`src/rtl/spi_xfer_pkg.sv`:
```
// Shared types and register map for the SPI transfer sequencer.
// Used by spi_xfer_ctrl and spi_wb_access.
package spi_xfer_pkg;

    typedef enum logic [3:0] {
        IDLE,
        WR_DIV,
        WR_SS,
        WR_TX,
        WR_GO,
        POLL,
        RD_RX,
        WR_SSCLR,
        RESP
    } state_e;

    localparam logic [4:0] ADR_TXRX = 5'h00;
    localparam logic [4:0] ADR_CTRL = 5'h10;
    localparam logic [4:0] ADR_DIV  = 5'h14;
    localparam logic [4:0] ADR_SS   = 5'h18;

    localparam int CTRL_GO  = 8;
    localparam int CTRL_IE  = 12;
    localparam int CTRL_ASS = 13;

endpackage

```
`src/rtl/spi_wb_access.sv`:
```
// Single-access Wishbone master: latches one request on start and holds
// cyc/stb until ack or err, releasing the bus in the following cycle.
module spi_wb_access
    import spi_xfer_pkg::*;
(
    input  logic        clk,
    input  logic        rst,
    input  logic        start,
    input  logic        we,
    input  logic [4:0]  adr,
    input  logic [31:0] wdat,
    output logic        done,
    output logic        err,
    output logic [31:0] rdat,
    output logic [4:0]  wb_adr_o,
    output logic [31:0] wb_dat_o,
    output logic [3:0]  wb_sel_o,
    output logic        wb_we_o,
    output logic        wb_stb_o,
    output logic        wb_cyc_o,
    input  logic [31:0] wb_dat_i,
    input  logic        wb_ack_i,
    input  logic        wb_err_i
);

    logic        cyc_q, cyc_d;
    logic        we_q, we_d;
    logic [4:0]  adr_q, adr_d;
    logic [31:0] dat_q, dat_d;

    always_comb begin
        cyc_d = cyc_q;
        we_d  = we_q;
        adr_d = adr_q;
        dat_d = dat_q;
        if (cyc_q) begin
            if (wb_ack_i || wb_err_i) begin
                cyc_d = 1'b0;
                we_d  = 1'b0;
                adr_d = '0;
                dat_d = '0;
            end
        end else if (start) begin
            cyc_d = 1'b1;
            we_d  = we;
            adr_d = adr;
            dat_d = wdat;
        end
    end

    always_ff @(posedge clk or posedge rst) begin
        if (rst) begin
            cyc_q <= 1'b0;
            we_q  <= 1'b0;
            adr_q <= '0;
            dat_q <= '0;
        end else begin
            cyc_q <= cyc_d;
            we_q  <= we_d;
            adr_q <= adr_d;
            dat_q <= dat_d;
        end
    end

    assign done     = cyc_q && (wb_ack_i || wb_err_i);
    assign err      = cyc_q && wb_err_i;
    assign rdat     = wb_dat_i;
    assign wb_cyc_o = cyc_q;
    assign wb_stb_o = cyc_q;
    assign wb_sel_o = {4{cyc_q}};
    assign wb_we_o  = we_q;
    assign wb_adr_o = adr_q;
    assign wb_dat_o = dat_q;

endmodule

```
`src/rtl/spi_xfer_ctrl.sv`:
```
// Sequences one SPI transfer through the core's Wishbone registers.
// Define SPI_XFER_CTRL_IRQ_WAIT_EN to wait on wb_int_i instead of polling.
module spi_xfer_ctrl
    import spi_xfer_pkg::*;
#(
    parameter int          SS_NB      = 8,
    parameter logic [5:0]  CTRL_FLAGS = 6'b000000,
    parameter logic [15:0] POLL_MAX   = 16'hFFFF
) (
    input  logic             wb_clk_i,
    input  logic             wb_rst_i,
    input  logic             cmd_valid,
    output logic             cmd_ready,
    input  logic [31:0]      cmd_tx,
    input  logic [5:0]       cmd_len,
    input  logic [SS_NB-1:0] cmd_ss,
    input  logic [15:0]      cmd_div,
    output logic             rsp_valid,
    input  logic             rsp_ready,
    output logic [31:0]      rsp_rx,
    output logic             rsp_err,
    output logic [4:0]       wb_adr_o,
    output logic [31:0]      wb_dat_o,
    input  logic [31:0]      wb_dat_i,
    output logic [3:0]       wb_sel_o,
    output logic             wb_we_o,
    output logic             wb_stb_o,
    output logic             wb_cyc_o,
    input  logic             wb_ack_i,
    input  logic             wb_err_i,
    input  logic             wb_int_i
);

`ifdef SPI_XFER_CTRL_IRQ_WAIT_EN
    localparam logic IE_BIT = 1'b1;
    logic poll_rd_q, poll_rd_d;
`else
    localparam logic IE_BIT = 1'b0;
    logic unused_int;
    assign unused_int = wb_int_i;
`endif

    state_e             state_q, state_d;
    logic [31:0]        tx_q, tx_d;
    logic [5:0]         len_q, len_d;
    logic [SS_NB-1:0]   ss_q, ss_d;
    logic [15:0]        div_q, div_d;
    logic [15:0]        cache_q, cache_d;
    logic               cache_vld_q, cache_vld_d;
    logic               err_flag_q, err_flag_d;
    logic [15:0]        poll_cnt_q, poll_cnt_d;
    logic               cmd_ready_q, cmd_ready_d;
    logic               rsp_valid_q, rsp_valid_d;
    logic               rsp_err_q, rsp_err_d;
    logic [31:0]        rsp_rx_q, rsp_rx_d;
    logic               start_q, start_d;
    logic               we_q, we_d;
    logic [4:0]         adr_q, adr_d;
    logic [31:0]        wdat_q, wdat_d;

    logic               acc_done, acc_err;
    logic [31:0]        acc_rdat;
    logic               issue;
    logic [31:0]        ss_ext;
    logic [31:0]        ctrl_word;

    spi_wb_access u_acc (
        .clk      (wb_clk_i),
        .rst      (wb_rst_i),
        .start    (start_q),
        .we       (we_q),
        .adr      (adr_q),
        .wdat     (wdat_q),
        .done     (acc_done),
        .err      (acc_err),
        .rdat     (acc_rdat),
        .wb_adr_o (wb_adr_o),
        .wb_dat_o (wb_dat_o),
        .wb_sel_o (wb_sel_o),
        .wb_we_o  (wb_we_o),
        .wb_stb_o (wb_stb_o),
        .wb_cyc_o (wb_cyc_o),
        .wb_dat_i (wb_dat_i),
        .wb_ack_i (wb_ack_i),
        .wb_err_i (wb_err_i)
    );

    always_comb begin
        state_d     = state_q;
        tx_d        = tx_q;
        len_d       = len_q;
        ss_d        = ss_q;
        div_d       = div_q;
        cache_d     = cache_q;
        cache_vld_d = cache_vld_q;
        err_flag_d  = err_flag_q;
        poll_cnt_d  = poll_cnt_q;
        rsp_valid_d = rsp_valid_q;
        rsp_err_d   = rsp_err_q;
        rsp_rx_d    = rsp_rx_q;
`ifdef SPI_XFER_CTRL_IRQ_WAIT_EN
        poll_rd_d   = poll_rd_q;
`endif
        issue       = 1'b0;

        unique case (state_q)
            IDLE: begin
                if (cmd_valid) begin
                    tx_d       = cmd_tx;
                    len_d      = cmd_len;
                    ss_d       = cmd_ss;
                    div_d      = cmd_div;
                    err_flag_d = 1'b0;
                    rsp_err_d  = 1'b0;
                    rsp_rx_d   = '0;
                    if (cmd_len == 6'd0 || cmd_len > 6'd32) begin
                        state_d     = RESP;
                        rsp_valid_d = 1'b1;
                        rsp_err_d   = 1'b1;
                    end else begin
                        issue   = 1'b1;
                        state_d = (cache_vld_q && cache_q == cmd_div)
                                  ? WR_SS : WR_DIV;
                    end
                end
            end
            WR_DIV: begin
                if (acc_done && !acc_err) begin
                    cache_vld_d = 1'b1;
                    cache_d     = div_q;
                    state_d     = WR_SS;
                    issue       = 1'b1;
                end
            end
            WR_SS: begin
                if (acc_done && !acc_err) begin
                    state_d = WR_TX;
                    issue   = 1'b1;
                end
            end
            WR_TX: begin
                if (acc_done && !acc_err) begin
                    state_d = WR_GO;
                    issue   = 1'b1;
                end
            end
            WR_GO: begin
                if (acc_done && !acc_err) begin
                    state_d = POLL;
`ifdef SPI_XFER_CTRL_IRQ_WAIT_EN
                    poll_cnt_d = '0;
                    poll_rd_d  = 1'b0;
`else
                    poll_cnt_d = 16'd1;
                    issue      = 1'b1;
`endif
                end
            end
            POLL: begin
`ifdef SPI_XFER_CTRL_IRQ_WAIT_EN
                // The single CTRL read after the interrupt acks it.
                if (poll_rd_q) begin
                    if (acc_done && !acc_err) begin
                        state_d = RD_RX;
                        issue   = 1'b1;
                    end
                end else if (wb_int_i) begin
                    poll_rd_d = 1'b1;
                    issue     = 1'b1;
                end else if (poll_cnt_q >= POLL_MAX) begin
                    err_flag_d = 1'b1;
                    state_d    = WR_SSCLR;
                    issue      = 1'b1;
                end else begin
                    poll_cnt_d = poll_cnt_q + 16'd1;
                end
`else
                if (acc_done && !acc_err) begin
                    issue = 1'b1;
                    if (!acc_rdat[CTRL_GO]) begin
                        state_d = RD_RX;
                    end else if (poll_cnt_q >= POLL_MAX) begin
                        err_flag_d = 1'b1;
                        state_d    = WR_SSCLR;
                    end else begin
                        poll_cnt_d = poll_cnt_q + 16'd1;
                    end
                end
`endif
            end
            RD_RX: begin
                if (acc_done && !acc_err) begin
                    rsp_rx_d = acc_rdat;
                    state_d  = WR_SSCLR;
                    issue    = 1'b1;
                end
            end
            WR_SSCLR: begin
                if (acc_done && !acc_err) begin
                    state_d     = RESP;
                    rsp_valid_d = 1'b1;
                    rsp_err_d   = err_flag_q;
                end
            end
            RESP: begin
                if (rsp_ready) begin
                    state_d     = IDLE;
                    rsp_valid_d = 1'b0;
                end
            end
            default: state_d = IDLE;
        endcase

        // A failed access still deselects the slave before responding.
        if (acc_done && acc_err) begin
            err_flag_d = 1'b1;
            if (state_q == WR_SSCLR) begin
                state_d     = RESP;
                rsp_valid_d = 1'b1;
                rsp_err_d   = 1'b1;
                issue       = 1'b0;
            end else begin
                state_d = WR_SSCLR;
                issue   = 1'b1;
            end
        end

        cmd_ready_d = (state_d == IDLE);

        ss_ext = '0;
        ss_ext[SS_NB-1:0] = ss_d;

        ctrl_word           = '0;
        ctrl_word[6:0]      = {1'b0, len_d};
        ctrl_word[CTRL_GO]  = 1'b1;
        ctrl_word[11:9]     = CTRL_FLAGS[3:1];
        ctrl_word[CTRL_IE]  = IE_BIT;
        ctrl_word[CTRL_ASS] = CTRL_FLAGS[5];

        start_d = 1'b0;
        we_d    = 1'b0;
        adr_d   = '0;
        wdat_d  = '0;
        if (issue) begin
            start_d = 1'b1;
            unique case (state_d)
                WR_DIV: begin
                    we_d   = 1'b1;
                    adr_d  = ADR_DIV;
                    wdat_d = {16'h0, div_d};
                end
                WR_SS: begin
                    we_d   = 1'b1;
                    adr_d  = ADR_SS;
                    wdat_d = ss_ext;
                end
                WR_TX: begin
                    we_d   = 1'b1;
                    adr_d  = ADR_TXRX;
                    wdat_d = tx_d;
                end
                WR_GO: begin
                    we_d   = 1'b1;
                    adr_d  = ADR_CTRL;
                    wdat_d = ctrl_word;
                end
                POLL:     adr_d = ADR_CTRL;
                RD_RX:    adr_d = ADR_TXRX;
                WR_SSCLR: begin
                    we_d  = 1'b1;
                    adr_d = ADR_SS;
                end
                default: start_d = 1'b0;
            endcase
        end
    end

    always_ff @(posedge wb_clk_i or posedge wb_rst_i) begin
        if (wb_rst_i) begin
            state_q     <= IDLE;
            tx_q        <= '0;
            len_q       <= '0;
            ss_q        <= '0;
            div_q       <= '0;
            cache_q     <= '0;
            cache_vld_q <= 1'b0;
            err_flag_q  <= 1'b0;
            poll_cnt_q  <= '0;
            cmd_ready_q <= 1'b1;
            rsp_valid_q <= 1'b0;
            rsp_err_q   <= 1'b0;
            rsp_rx_q    <= '0;
            start_q     <= 1'b0;
            we_q        <= 1'b0;
            adr_q       <= '0;
            wdat_q      <= '0;
`ifdef SPI_XFER_CTRL_IRQ_WAIT_EN
            poll_rd_q   <= 1'b0;
`endif
        end else begin
            state_q     <= state_d;
            tx_q        <= tx_d;
            len_q       <= len_d;
            ss_q        <= ss_d;
            div_q       <= div_d;
            cache_q     <= cache_d;
            cache_vld_q <= cache_vld_d;
            err_flag_q  <= err_flag_d;
            poll_cnt_q  <= poll_cnt_d;
            cmd_ready_q <= cmd_ready_d;
            rsp_valid_q <= rsp_valid_d;
            rsp_err_q   <= rsp_err_d;
            rsp_rx_q    <= rsp_rx_d;
            start_q     <= start_d;
            we_q        <= we_d;
            adr_q       <= adr_d;
            wdat_q      <= wdat_d;
`ifdef SPI_XFER_CTRL_IRQ_WAIT_EN
            poll_rd_q   <= poll_rd_d;
`endif
        end
    end

    assign cmd_ready = cmd_ready_q;
    assign rsp_valid = rsp_valid_q;
    assign rsp_err   = rsp_err_q;
    assign rsp_rx    = rsp_rx_q;

endmodule

```
`config.mk`:
```
export PLATFORM = sky130hd
export DESIGN_NAME = spi_xfer_ctrl
export DESIGN_NICKNAME = d
export VERILOG_FILES = /design/src/rtl/spi_xfer_pkg.sv /design/src/rtl/spi_wb_access.sv /design/src/rtl/spi_xfer_ctrl.sv
export SDC_FILE = /design/constraint.sdc
export NUM_CORES = 1
export LEC_CHECK = 0
export ABC_CLOCK_PERIOD_IN_PS = 7100
export CAP_MARGIN = 20
export CORE_AREA = 2 2 130 157
export CTS_CLUSTER_SIZE = 14
export DETAILED_ROUTE_END_ITERATION = 7
export DIE_AREA = 0 0 132 159
export HOLD_SLACK_MARGIN = 0.15
export MAX_ROUTING_LAYER = met4
export PLACE_DENSITY = 0.76
export SLEW_MARGIN = 20
export SYNTH_ARGS = -nofsm -noshare
export SYNTH_HDL_FRONTEND = slang
export SYNTH_SLANG_ARGS = --single-unit
```
`constraint.sdc`:
```
create_clock -name wb_clk_i -period 7.1 [get_ports wb_clk_i]
set_input_delay 1.42 -clock wb_clk_i [delete_from_list [all_inputs] [get_ports wb_clk_i]]
set_output_delay 1.42 -clock wb_clk_i [all_outputs]
set_load 0.005 [all_outputs]
```
==> Word-level counts from Yosys, hierarchy flattened <==
Index checks and enable logic that the tools add are counted.
{ "classes": {"add_sub_neg": 1, "order_cmp": 2, "eq_ne": 27, "muxes": 77, "n_reduce_logical": 25} }
{ "ops": {"columns": ["op", "n"], "rows": [
  ["32-bit two-way mux", 8],
  ["32-bit case mux with 4 select lines", 1],
  ["16-bit two-way mux", 6],
  ["32-bit case mux with 2 select lines", 1],
  ["4-bit two-way mux", 14],
  ["4-bit case mux with 9 select lines", 1],
  ["4-bit by 3-bit == test with 1-bit output (second input constant)", 8],
  ["16-bit case mux with 2 select lines", 1],
  ["1-bit two-way mux", 31],
  ["5-bit two-way mux", 4],
  ["16-bit by 1-bit adder with 16-bit output (second input constant)", 1],
  ["16-bit == test", 1],
  ["4-bit by 2-bit == test with 1-bit output (second input constant)", 4],
  ["16-bit >= comparator (second input constant)", 1],
  ["8-bit two-way mux", 2],
  ["5-bit case mux with 3 select lines", 1],
  ["2-bit != test (second input constant)", 7],
  ["6-bit two-way mux", 2],
  ["3-bit != test (second input constant)", 4],
  ["5-bit AND reduction", 2],
  ["4-bit by 1-bit == test with 1-bit output (second input constant)", 2],
  ["4-bit zero test", 2],
  ["7-bit OR reduction", 1],
  ["6-bit > comparator (second input constant)", 1],
  ["other kinds (15)", 26]
]} }
{ "totals": {"reg_bits": 213, "inputBits": 101, "output_inout_bits": 79, "elab_cells": 153} }

==> Depth between registers and ports, before layout <==
Gate-level depths: netlist of the first run.
{ "depth": {"depth_word": 11, "ltp_mapped": 11} }

==> Hierarchy <==
A second synthesis of the first run with hierarchy kept.
{ "unflattened": {"cells_unflattened": 998, "area_unflattened_um2": 9739.3} }
{ "by_module_without_submodules": {"columns": ["module", "instances", "cells_each", "area_per_inst_um2"], "rows": [
  ["spi_xfer_ctrl", 1, 780, 7408.4],
  ["spi_wb_access", 1, 218, 2331.0]
]} }

==> Worst setup path after synthesis of the first run <==
OpenSTA, ideal clock, no wires.
{ "synth_path": {"kind": "input-to-reg", "startpoint": "input port cmd_len[1]", "endpoint": "register we_q", "setup_time_ps": 142, "arrival_time_ps": 3599, "t_required_ps": 6958, "setup_slack_ps": 3359, "stages": 9, "path_buffers": 2, "path_cell_list": "or4_4 or3_4 a21oi_4 or3_4 o21ba_1 buf_6 a311oi_4 buf_6 o22ai_2"} }
{ "synth_via": {"elab_chain_len": 10} }
{ "synth_rtl": {"columns": ["element", "line_no", "source"], "rows": [
  ["from (decl)", "spi_xfer_ctrl.sv:15", "input logic [5:0] cmd_len,"],
  ["6-bit > comparator / 6-bit zero test (equally long branches)", "spi_xfer_ctrl.sv:116", "if (cmd_len == 6'd0 || cmd_len > 6'd32) begin"],
  ["1-bit logical OR (*)", "spi_xfer_ctrl.sv:116", null],
  ["4-bit two-way mux", "spi_xfer_ctrl.sv:116", null],
  ["4-bit two-way mux", "spi_xfer_ctrl.sv:108", "if (cmd_valid) begin"],
  ["4-bit case mux with 9 select lines", "spi_xfer_ctrl.sv:106", "unique case (state_q)"],
  ["4-bit two-way mux", "spi_xfer_ctrl.sv:215", "if (acc_done && acc_err) begin"],
  ["4-bit by 3-bit == test with 1-bit output, or another cell as far along", "spi_xfer_ctrl.sv:246", "unique case (state_d)"],
  ["5-bit OR reduction (no line)", null, null],
  ["1-bit two-way mux", "spi_xfer_ctrl.sv:246", null],
  ["1-bit two-way mux (*)", "spi_xfer_ctrl.sv:244", "if (issue) begin"],
  ["net we_d", "spi_xfer_ctrl.sv:57", "logic we_q, we_d;"],
  ["to (signal assigned)", "spi_xfer_ctrl.sv:315", "we_q <= we_d;"],
  ["to (decl)", "spi_xfer_ctrl.sv:57", null]
]} }
The timed path passes the listed nets; every way through them passes the cells marked *.
A chain may end at the register's enable or synchronous reset.

==> Final worst setup path of the first run <==
{ "layout_path": {"startpoint": "input port wb_err_i", "endpoint": "register wdat_q[2]"} }
{ "layout_via": {"elab_chain_len": 9} }
{ "layout_rtl": {"columns": ["element", "line_no", "source"], "rows": [
  ["from (decl)", "spi_xfer_ctrl.sv:30", "input logic wb_err_i,"],
  ["1-bit logical OR / 1-bit logical AND (equally long branches)", "spi_wb_access.sv:65, spi_wb_access.sv:66", null],
  ["1-bit logical AND / 1-bit zero test (equally long branches)", null, null],
  ["1-bit logical AND", null, null],
  ["4-bit two-way mux, or another cell as far along", "spi_xfer_ctrl.sv:199", "if (acc_done && !acc_err) begin"],
  ["4-bit case mux with 9 select lines", "spi_xfer_ctrl.sv:106", null],
  ["4-bit two-way mux", "spi_xfer_ctrl.sv:215", null],
  ["4-bit by 3-bit == test with 1-bit output, or another cell as far along", "spi_xfer_ctrl.sv:246", null],
  ["32-bit case mux with 4 select lines", "spi_xfer_ctrl.sv:246", null],
  ["32-bit two-way mux (*)", "spi_xfer_ctrl.sv:244", null],
  ["net wdat_d[2]", "spi_xfer_ctrl.sv:59", "logic [31:0] wdat_q, wdat_d;"],
  ["to (signal assigned)", "spi_xfer_ctrl.sv:317", "wdat_q <= wdat_d;"],
  ["to (decl)", "spi_xfer_ctrl.sv:59", null]
]} }
Marked as above.

==> results.sh, run 1 <==
export IMPL_syn2layout_area_growth_pct=30.07
export IMPL_worst_pin_slew_ps=1108
export IMPL_dieWidth_um=132
export IMPL_final_hold_violation_count=0
export IMPL_period_share=0.6673
export IMPL_worstPathRequired_ps=7480
export IMPL_grt_ovfl_total=0
export IMPL_syn_area_per_cell_um2=10.35
export IMPL_seq_area_frac_synth=0.5805
export IMPL_routed_wl_um=22310
export IMPL_reg2reg_setup_slack_ps=2440
export IMPL_initial_core_util=0.4643
export IMPL_max_freq_ghz=0.2111
export IMPL_cp_max_fo=24
export IMPL_cts_buffers=22
export IMPL_grt_pass1_wl_um=36690
export IMPL_track_usage=0.2204
export IMPL_layout_common_cells="nand2_1 (271), dfrtp_1 (208), clkdlybuf4s50_1 (176), o21ai_0 (40), a22o_1 (36)"
export IMPL_status="completed"
export IMPL_drive_above_1_share=0.09865
export IMPL_critPathLaunchType="primary input"
export IMPL_wl_met2_um=11120
export IMPL_crit_type="primary input to flop"
export IMPL_vias_per_cell=5.356
export IMPL_routedWlPerCell_um=17.23
export IMPL_postLayoutCellArea_mm2=0.01172
export IMPL_synth_edf_count=0
export IMPL_gp_congestion=0.8305
export IMPL_core_area_mm2=0.01941
export IMPL_die_h_um=159
export IMPL_vias=6936
export IMPL_cts_max_level=1
export IMPL_maxCapViolCount=0
export IMPL_drc=0
export IMPL_power_density_mw_per_mm2=211.5
export IMPL_period_needed_ps=4738
export IMPL_synth_seq_cells=209
export IMPL_ys_types=62
export IMPL_core_rowCount=56
export IMPL_fin_worst_skew_ps=27.47
export IMPL_detail_route_antenna_nets=0
export IMPL_synthCells=871
export IMPL_clk_latency_ps=510
export IMPL_diodes=0
export IMPL_synth_area_mm2=0.009011
export IMPL_clk_path_buf_depth=3
export IMPL_worst_ep_arrival_time_ps=5110
export IMPL_postCtsSetupRepairBufs=0
export IMPL_synth_flop_cell="dfrtp_1"
export IMPL_worstHoldPathType="flop to flop"
export IMPL_drt_iter0_drc=494
export IMPL_placedInstanceArea_mm2=0.01093
export IMPL_root_buffer="clkbuf_16"
export IMPL_cp_end_kind="flop"
export IMPL_vdd_drop_max_uv=154.2
export IMPL_worst_slack_ps=2362
export IMPL_slew_headroom=0.2612
export IMPL_grt_max_degree=210
export IMPL_hpwl_um=14910
export IMPL_postCtsHoldBufs=0
export IMPL_finalPower_mw=2.478
export IMPL_cts_sinks=209
export IMPL_setup_tns_ps=0
export IMPL_clk_pin_slew_ps=60
export IMPL_p_leak_nw=5.470
export IMPL_async_reset_ff_frac=1.000
export IMPL_cts_resized=0
export IMPL_num_nets_final=1121
export IMPL_mostFrequentLayoutCell="nand2_1"
export IMPL_dr_max_layer_used="met4"
export IMPL_io_pins=180
export IMPL_port_buffers=176
export IMPL_grt_pass1_vias=6983
export IMPL_rsz0062_at_grt="no"
export IMPL_die_area_mm2=0.02099
export IMPL_wl_met1_um=9359
export IMPL_cts_tree="built"
export IMPL_antenna_found_initial=0
export IMPL_yosysWarnings=0
export IMPL_dr_pass1_iters=5
export IMPL_wl_met3_um=1256
export IMPL_slew_viol_final=0
export IMPL_dp_slack_ps=1946
export IMPL_setup_viol=0
through the flow:
stage	cells	hold WS (ps)	util
6_report	1295	464.8	0.6039
5_1_grt	1295	474.1	0.6039
4_1_cts	1294	469.4	0.6021
3_5_place_dp	1255	454.5	0.5634
3_3_place_gp	1255	449.3	0.5633
2_1_floorplan	872	433.1	-
final timing paths:
path                       depth (start not counted)       start            endpoint
max                                                8    wb_err_i           wdat_q[2]
min                                                2     ss_q[1]             ss_q[1]
max reg2reg                                        7  state_q[0]           wdat_q[2]
min reg2reg                                        2     ss_q[1]             ss_q[1]
max in group asynchronous                          4    wb_rst_i            len_q[3]
min in group asynchronous                          3    wb_rst_i  u_acc.wb_dat_o[24]
state kept, by name (all words and copies together) (netlist names), 3 cells and up:
register and flops:
rsp_rx 32, state_q 4, u_acc.wb_dat_o 32, tx_q 32
adr_q 3, poll_cnt_q 16, len_q 6, ss_q 8
div_q 16, wdat_q 32, cache_q 16, u_acc.wb_adr_o 3
area by class of cell:
| type | instances | area (um^2) |
|---|---|---|
| clock buffer | 34 | 615.6 |
| clock inverter | 5 | 136.4 |
| fill | 1613 | 7687 |
| inverter | 7 | 30.03 |
| multi-input combinational | 594 | 3520 |
| sequential | 209 | 5231 |
| tap | 261 | 326.6 |
| timing repair buffer | 185 | 1862 |
cell usage after synthesis (7+ instances only):
| library cell | n | share of area |
|---|---|---|
| a22o_1 | 36 | 0.035 |
| a211oi_2 | 10 | 0.014 |
| nand3_1 | 22 | 0.012 |
| nand2b_1 | 15 | 0.010 |
| o221ai_1 | 9 | 0.0087 |
| and4_1 | 19 | 0.018 |
| clkbuf_1 | 44 | 0.018 |
| nand2_1 | 271 | 0.11 |
| nand4_1 | 12 | 0.0083 |
| dfrtp_1 | 208 | 0.58 |
| o21ai_0 | 40 | 0.022 |
| nor2_1 | 23 | 0.0096 |
| xor2_1 | 24 | 0.023 |
| mux2_2 | 18 | 0.022 |
| nor3_1 | 7 | 0.0039 |
| a21oi_1 | 9 | 0.0050 |
| buf_2 | 7 | 0.0039 |
| nand3_2 | 9 | 0.010 |
| buf_4 | 7 | 0.0058 |
cell families (layout without fill, tap and decap cells):
kind of cell,Yosys count,in the layout,synth area share
fa+ha+maj,1,1,0.001388
other cells,1,2,0.0004162
xor+xnor,30,30,0.02916
flops,209,209,0.5805
mux,19,19,0.02360
buf+inv,69,231,0.03513
simple gates,412,412,0.2156
compound gates,130,130,0.1141
critical path, stage by stage:
cell and delay (ps):
clkdlybuf4s50_1 500, and3b_1 820, nor3b_1 100, a31oi_1 470, nand3_1 240, a21boi_2 720
a311oi_4 420, a311oi_1 430
report_power, final:
group | leakage [nW] | switching, mW | internal, mW
logic | 2.20 | 0.0401 | 0.0543
registers | 2.91 | 0 | 1.19
clock network | 0.361 | 0.450 | 0.742
total | 5.47 | 0.491 | 1.99
routing by layer:
metal / vias up / track usage
li1: 3262 / -
met1: 3418 / 0.2821
met2: 221 / 0.3632
met3: 35 / 0.03407
met4: 0 / 0.06769
met5: - / -
Note: power is estimated with default switching activity, not from simulation.
==> run 2, diff against run 1 <==
--- a/config.mk
+++ b/config.mk
@@ -5,7 +5,7 @@
 export SDC_FILE = /design/constraint.sdc
 export NUM_CORES = 1
 export LEC_CHECK = 0
-export ABC_CLOCK_PERIOD_IN_PS = 7100
+export ABC_CLOCK_PERIOD_IN_PS = 3900
 export CAP_MARGIN = 20
 export CORE_AREA = 2 2 130 157
 export CTS_CLUSTER_SIZE = 14
==> constraint.sdc (replaced) <==
create_clock -name wb_clk_i -period 3.9 [get_ports wb_clk_i]
set_input_delay 0.78 -clock wb_clk_i [delete_from_list [all_inputs] [get_ports wb_clk_i]]
set_output_delay 0.78 -clock wb_clk_i [all_outputs]
set_load 0.005 [all_outputs]
==> results.sh, run 2 (same netlist as run 1, synthesis figures left out) <==
export IMPL_status="completed"
export IMPL_core_area_mm2=0.01941
export IMPL_cts_sinks=209
export IMPL_die_area_mm2=0.02099
export IMPL_detail_route_antenna_nets=0
export IMPL_core_rowCount=56
export IMPL_min_to="tx_q[31]"
export IMPL_wl_met3_um=1149
export IMPL_postCtsHoldBufs=0
export IMPL_cts_buffers=20
export IMPL_utilization=0.6059
export IMPL_cts_max_level=1
export IMPL_grt_pass1_wl_um=35940
export IMPL_port_buffers=176
export IMPL_routedWlPerCell_um=16.82
export IMPL_grt_max_degree=79
export IMPL_p_leak_nw=5.527
export IMPL_clk_latency_ps=500
export IMPL_maxCapViolCount=0
export IMPL_whs_path_depth=2
export IMPL_hpwl_um=15340
export IMPL_final_hold_violation_count=0
export IMPL_hold_start="tx_q[31]"
export IMPL_track_usage=0.2162
export IMPL_diodes=0
export IMPL_worst_pin_slew_ps=861.5
export IMPL_syn2layout_area_growth_pct=30.49
export IMPL_postCtsSetupRepairBufs=0
export IMPL_r2r_end="wdat_q[13]"
export IMPL_critPathLaunchType="primary input"
export IMPL_rsz0062_at_grt="no"
export IMPL_vdd_drop_max_uv=316.0
export IMPL_dr_max_layer_used="met4"
export IMPL_cp_end_kind="flop"
export IMPL_setup_viol=0
export IMPL_max_freq_ghz=0.3169
export IMPL_cts_resized=0
export IMPL_setup_tns_ps=0
export IMPL_mostFrequentLayoutCell="nand2_1"
export IMPL_period_share=0.8090
export IMPL_grt_pass1_vias=6960
export IMPL_worst_slack_ps=744.8
export IMPL_power_density_mw_per_mm2=362.1
export IMPL_clk_path_buf_depth=3
export IMPL_slew_headroom=0.4256
export IMPL_cts_tree="built"
export IMPL_vias=6923
export IMPL_die_h_um=159
export IMPL_worst_ep_arrival_time_ps=3560
export IMPL_worstHoldPathType="flop to flop"
export IMPL_worstPathRequired_ps=4300
export IMPL_slew_viol_final=0
export IMPL_period_needed_ps=3155
export IMPL_r2r_cells=8
export IMPL_finalPower_mw=4.258
export IMPL_fin_worst_skew_ps=16.18
export IMPL_routed_wl_um=22040
export IMPL_layout_common_cells="nand2_1 (271), dfrtp_1 (208), clkdlybuf4s50_1 (176), o21ai_0 (40), a22o_1 (36)"
export IMPL_wl_met1_um=9304
export IMPL_crit_type="primary input to flop"
export IMPL_vias_per_cell=5.285
export IMPL_reg2reg_setup_slack_ps=800
export IMPL_antenna_found_initial=0
export IMPL_initial_core_util=0.4643
export IMPL_gp_congestion=0.8683
export IMPL_clk_pin_slew_ps=60
export IMPL_dp_slack_ps=273.6
export IMPL_drc=0
export IMPL_timing_rr_start="state_q[0]"
export IMPL_io_pins=180
export IMPL_drt_iter0_drc=471
export IMPL_root_buffer="clkbuf_16"
export IMPL_num_nets_final=1139
export IMPL_drive_above_1_share=0.1163
export IMPL_dr_pass1_iters=4
export IMPL_cp_max_fo=11
export IMPL_grt_ovfl_total=0
export IMPL_wl_met2_um=11000
export IMPL_dieWidth_um=132
==> run 2: cell types whose count changed in the layout (fill, tap and decap cells not counted), moves of 2 or more <==
cell	previous run	this run
buf_12	1	3
buf_4	7	26
clkbuf_1	10	5
clkinv_2	0	4
clkbuf_16	22	20
bufinv_16	4	2
==> run 2: per-stage QoR <==
stage	hold slack [ps]	instances	cell area, um^2
final	467.1	1310	11760
after global routing	484.8	1310	11760
after CTS	469.1	1310	11760
after detailed placement	454.4	1276	11120
after global placement	449.5	1276	11120
after floorplan	433.1	872	9019
==> run 2: how the worst max path moves through the flow <==
stage	startpoint	endpoint	slack, ps	cells after the start
global placement	cmd_len[1]	wdat_q[6]	350	8
global route	cmd_len[1]	wdat_q[3]	610	8
detailed placement	cmd_len[1]	wdat_q[3]	270	8
finish	cmd_len[1]	wdat_q[13]	740	9
CTS	cmd_len[1]	wdat_q[13]	770	9
floorplan	wb_rst_i	adr_q[2]	410	1
==> run 2: critical path: stages <==
cell	delay (ps)
clkdlybuf4s50_1	430
or4_4	580
o21ai_2	250
a21oi_4	100
or3_4	420
a211oi_4	340
buf_4	280
nand3_2	100
a211oi_2	270
==> run 2: power breakdown <==
group          switching (mW)  total, mW  leakage, nW  internal [mW]
combinational          0.0746      0.175         2.30          0.100
sequential                  0       2.17         2.91           2.17
clock                   0.797       1.91        0.318           1.12
total                   0.871       4.26         5.53           3.39
==> run 2: metal layers <==
metal  global-route usage  vias to the layer above
met5                    -                        -
met4              0.06571                        0
met3              0.02706                       40
met2               0.3670                      233
met1               0.2717                     3355
li1                     -                     3295
==> run 2: layout make-up <==
| type | instances | area, um^2 |
|---|---|---|
| clock buffers | 27 | 546.8 |
| clock inverters | 7 | 96.34 |
| fillers | 1637 | 7650 |
| inverters | 7 | 30.03 |
| multi-input cells | 594 | 3511 |
| flip-flops and latches | 209 | 5231 |
| well taps | 261 | 326.6 |
| repair buffers | 205 | 2017 |
==> run 3, diff against run 2 <==
--- a/config.mk
+++ b/config.mk
@@ -5,15 +5,15 @@
 export SDC_FILE = /design/constraint.sdc
 export NUM_CORES = 1
 export LEC_CHECK = 0
-export ABC_CLOCK_PERIOD_IN_PS = 3900
+export ABC_CLOCK_PERIOD_IN_PS = 3100
 export CAP_MARGIN = 20
-export CORE_AREA = 2 2 130 157
+export CORE_AREA = 2 2 124 150
 export CTS_CLUSTER_SIZE = 14
 export DETAILED_ROUTE_END_ITERATION = 7
-export DIE_AREA = 0 0 132 159
+export DIE_AREA = 0 0 126 152
 export HOLD_SLACK_MARGIN = 0.15
 export MAX_ROUTING_LAYER = met4
-export PLACE_DENSITY = 0.76
+export PLACE_DENSITY = 0.79
 export SLEW_MARGIN = 20
 export SYNTH_ARGS = -nofsm -noshare
 export SYNTH_HDL_FRONTEND = slang
==> constraint.sdc (replaced) <==
create_clock -name wb_clk_i -period 3.1 [get_ports wb_clk_i]
set_input_delay 0.62 -clock wb_clk_i [delete_from_list [all_inputs] [get_ports wb_clk_i]]
set_output_delay 0.62 -clock wb_clk_i [all_outputs]
set_load 0.005 [all_outputs]
==> results.sh, run 3 (same netlist as run 1, synthesis figures left out) <==
export IMPL_status="completed"
export IMPL_r2r_end="wdat_q[3]"
export IMPL_cp_end_kind="flop"
export IMPL_hpwl_um=15500
export IMPL_cts_tree="built"
export IMPL_slew_headroom=0.3694
export IMPL_syn2layout_area_growth_pct=35.42
export IMPL_slew_viol_final=0
export IMPL_clk_latency_ps=500
export IMPL_period_share=0.9536
export IMPL_cts_buffers=22
export IMPL_layout_common_cells="nand2_1 (271), dfrtp_1 (208), clkdlybuf4s50_1 (176), buf_4 (57), o21ai_0 (40)"
export IMPL_timing_rr_start="state_q[3]"
export IMPL_antenna_found_initial=0
export IMPL_worst_ep_arrival_time_ps=3330
export IMPL_power_density_mw_per_mm2=473.4
export IMPL_vias=7108
export IMPL_crit_type="primary input to flop"
export IMPL_vias_per_cell=5.405
export IMPL_worstHoldPathType="flop to flop"
export IMPL_fin_hold_ws_ps=467.5
export IMPL_vdd_drop_max_uv=420.9
export IMPL_postCtsHoldBufs=0
export IMPL_hold_start="tx_q[29]"
export IMPL_max_freq_ghz=0.3383
export IMPL_routed_wl_um=22000
export IMPL_grt_ovfl_total=0
export IMPL_worstPathRequired_ps=3480
export IMPL_cp_max_fo=5
export IMPL_core_rowCount=54
export IMPL_maxCapViolCount=0
export IMPL_final_hold_violation_count=0
export IMPL_cts_resized=0
export IMPL_detail_route_antenna_nets=0
export IMPL_placedInstanceArea_mm2=0.01140
export IMPL_utilization=0.6841
export IMPL_period_needed_ps=2956
export IMPL_routedWlPerCell_um=16.73
export IMPL_port_buffers=176
export IMPL_io_pins=180
export IMPL_grt_pass1_vias=6987
export IMPL_diodes=0
export IMPL_cp_startpoint="cmd_len[1]"
export IMPL_drive_above_1_share=0.1531
export IMPL_clk_pin_slew_ps=60
export IMPL_dr_pass1_iters=5
export IMPL_num_nets_final=1177
export IMPL_clk_path_buf_depth=3
export IMPL_postCtsSetupRepairBufs=0
export IMPL_worst_pin_slew_ps=945.8
export IMPL_cts_max_level=1
export IMPL_cts_sinks=209
export IMPL_r2r_cells=8
export IMPL_reg2reg_setup_slack_ps=390
export IMPL_grt_pass1_wl_um=36450
export IMPL_core_area_mm2=0.01784
export IMPL_die_h_um=152
export IMPL_rsz0062_at_grt="no"
export IMPL_dieWidth_um=126
export IMPL_critPathLaunchType="primary input"
export IMPL_min_to="tx_q[29]"
export IMPL_mostFrequentLayoutCell="nand2_1"
export IMPL_fin_worst_skew_ps=14.31
export IMPL_root_buffer="clkbuf_16"
export IMPL_die_area_mm2=0.01915
export IMPL_whs_path_depth=2
export IMPL_gp_congestion=0.9071
export IMPL_initial_core_util=0.5052
export IMPL_grt_max_degree=65
export IMPL_drt_iter0_drc=401
export IMPL_drc=0
export IMPL_p_leak_nw=5.806
export IMPL_postLayoutCellArea_mm2=0.01220
export IMPL_setup_viol=0
export IMPL_track_usage=0.2389
## run 3: worst max path at each step
stage,to,slack [ps],cells after the start
final,wdat_q[3],140,9
after global routing,wdat_q[3],50,9
after CTS,wdat_q[3],170,9
after detailed placement,wdat_q[3],-320,9
after global placement,wdat_q[5],-240,9
after floorplan,adr_q[2],-230,1
## run 3: cell type report
type | count | area, um^2
inverters | 7 | 30.03
clock inverters | 8 | 121.4
fillers | 1334 | 5634
multi-input cells | 594 | 3511
clock buffers | 32 | 679.4
repair buffers | 241 | 2350
well taps | 224 | 280.3
flip-flops and latches | 209 | 5231
## run 3: worst max-delay path, stage by stage
cell	delay, ps
clkdlybuf4s50_1	420
or4_4	580
o21ai_2	250
a21oi_4	90
or3_4	400
a211oi_4	380
buf_4	210
nand3_1	70
a311oi_1	310
## run 3: layer usage
metal / wire (um) / track usage / vias to the layer above
met5: 0 / - / -
met4: 396 / 0.06541 / 0
met1: 9175 / 0.3053 / 3472
met2: 11380 / 0.4045 / 219
li1: - / - / 3389
met3: 1049 / 0.02923 / 28
## run 3: power breakdown
| group | internal [mW] | total [mW] | switching [mW] |
|---|---|---|---|
| registers | 2.73 | 2.73 | 0 |
| logic | 0.137 | 0.234 | 0.0966 |
| clock network | 1.77 | 2.81 | 1.04 |
## run 3: through the flow
stage	power (mW)	TNS (ps)	cells	worst slack, ps
6_report	5.776	0	1315	143.8
4_1_cts	5.834	0	1315	171.2
5_1_grt	5.949	0	1315	51.33
2_1_floorplan	2.837	-48550	872	-233.4
3_3_place_gp	3.012	-3948	1275	-244.1
3_5_place_dp	3.015	-5033	1275	-316.9
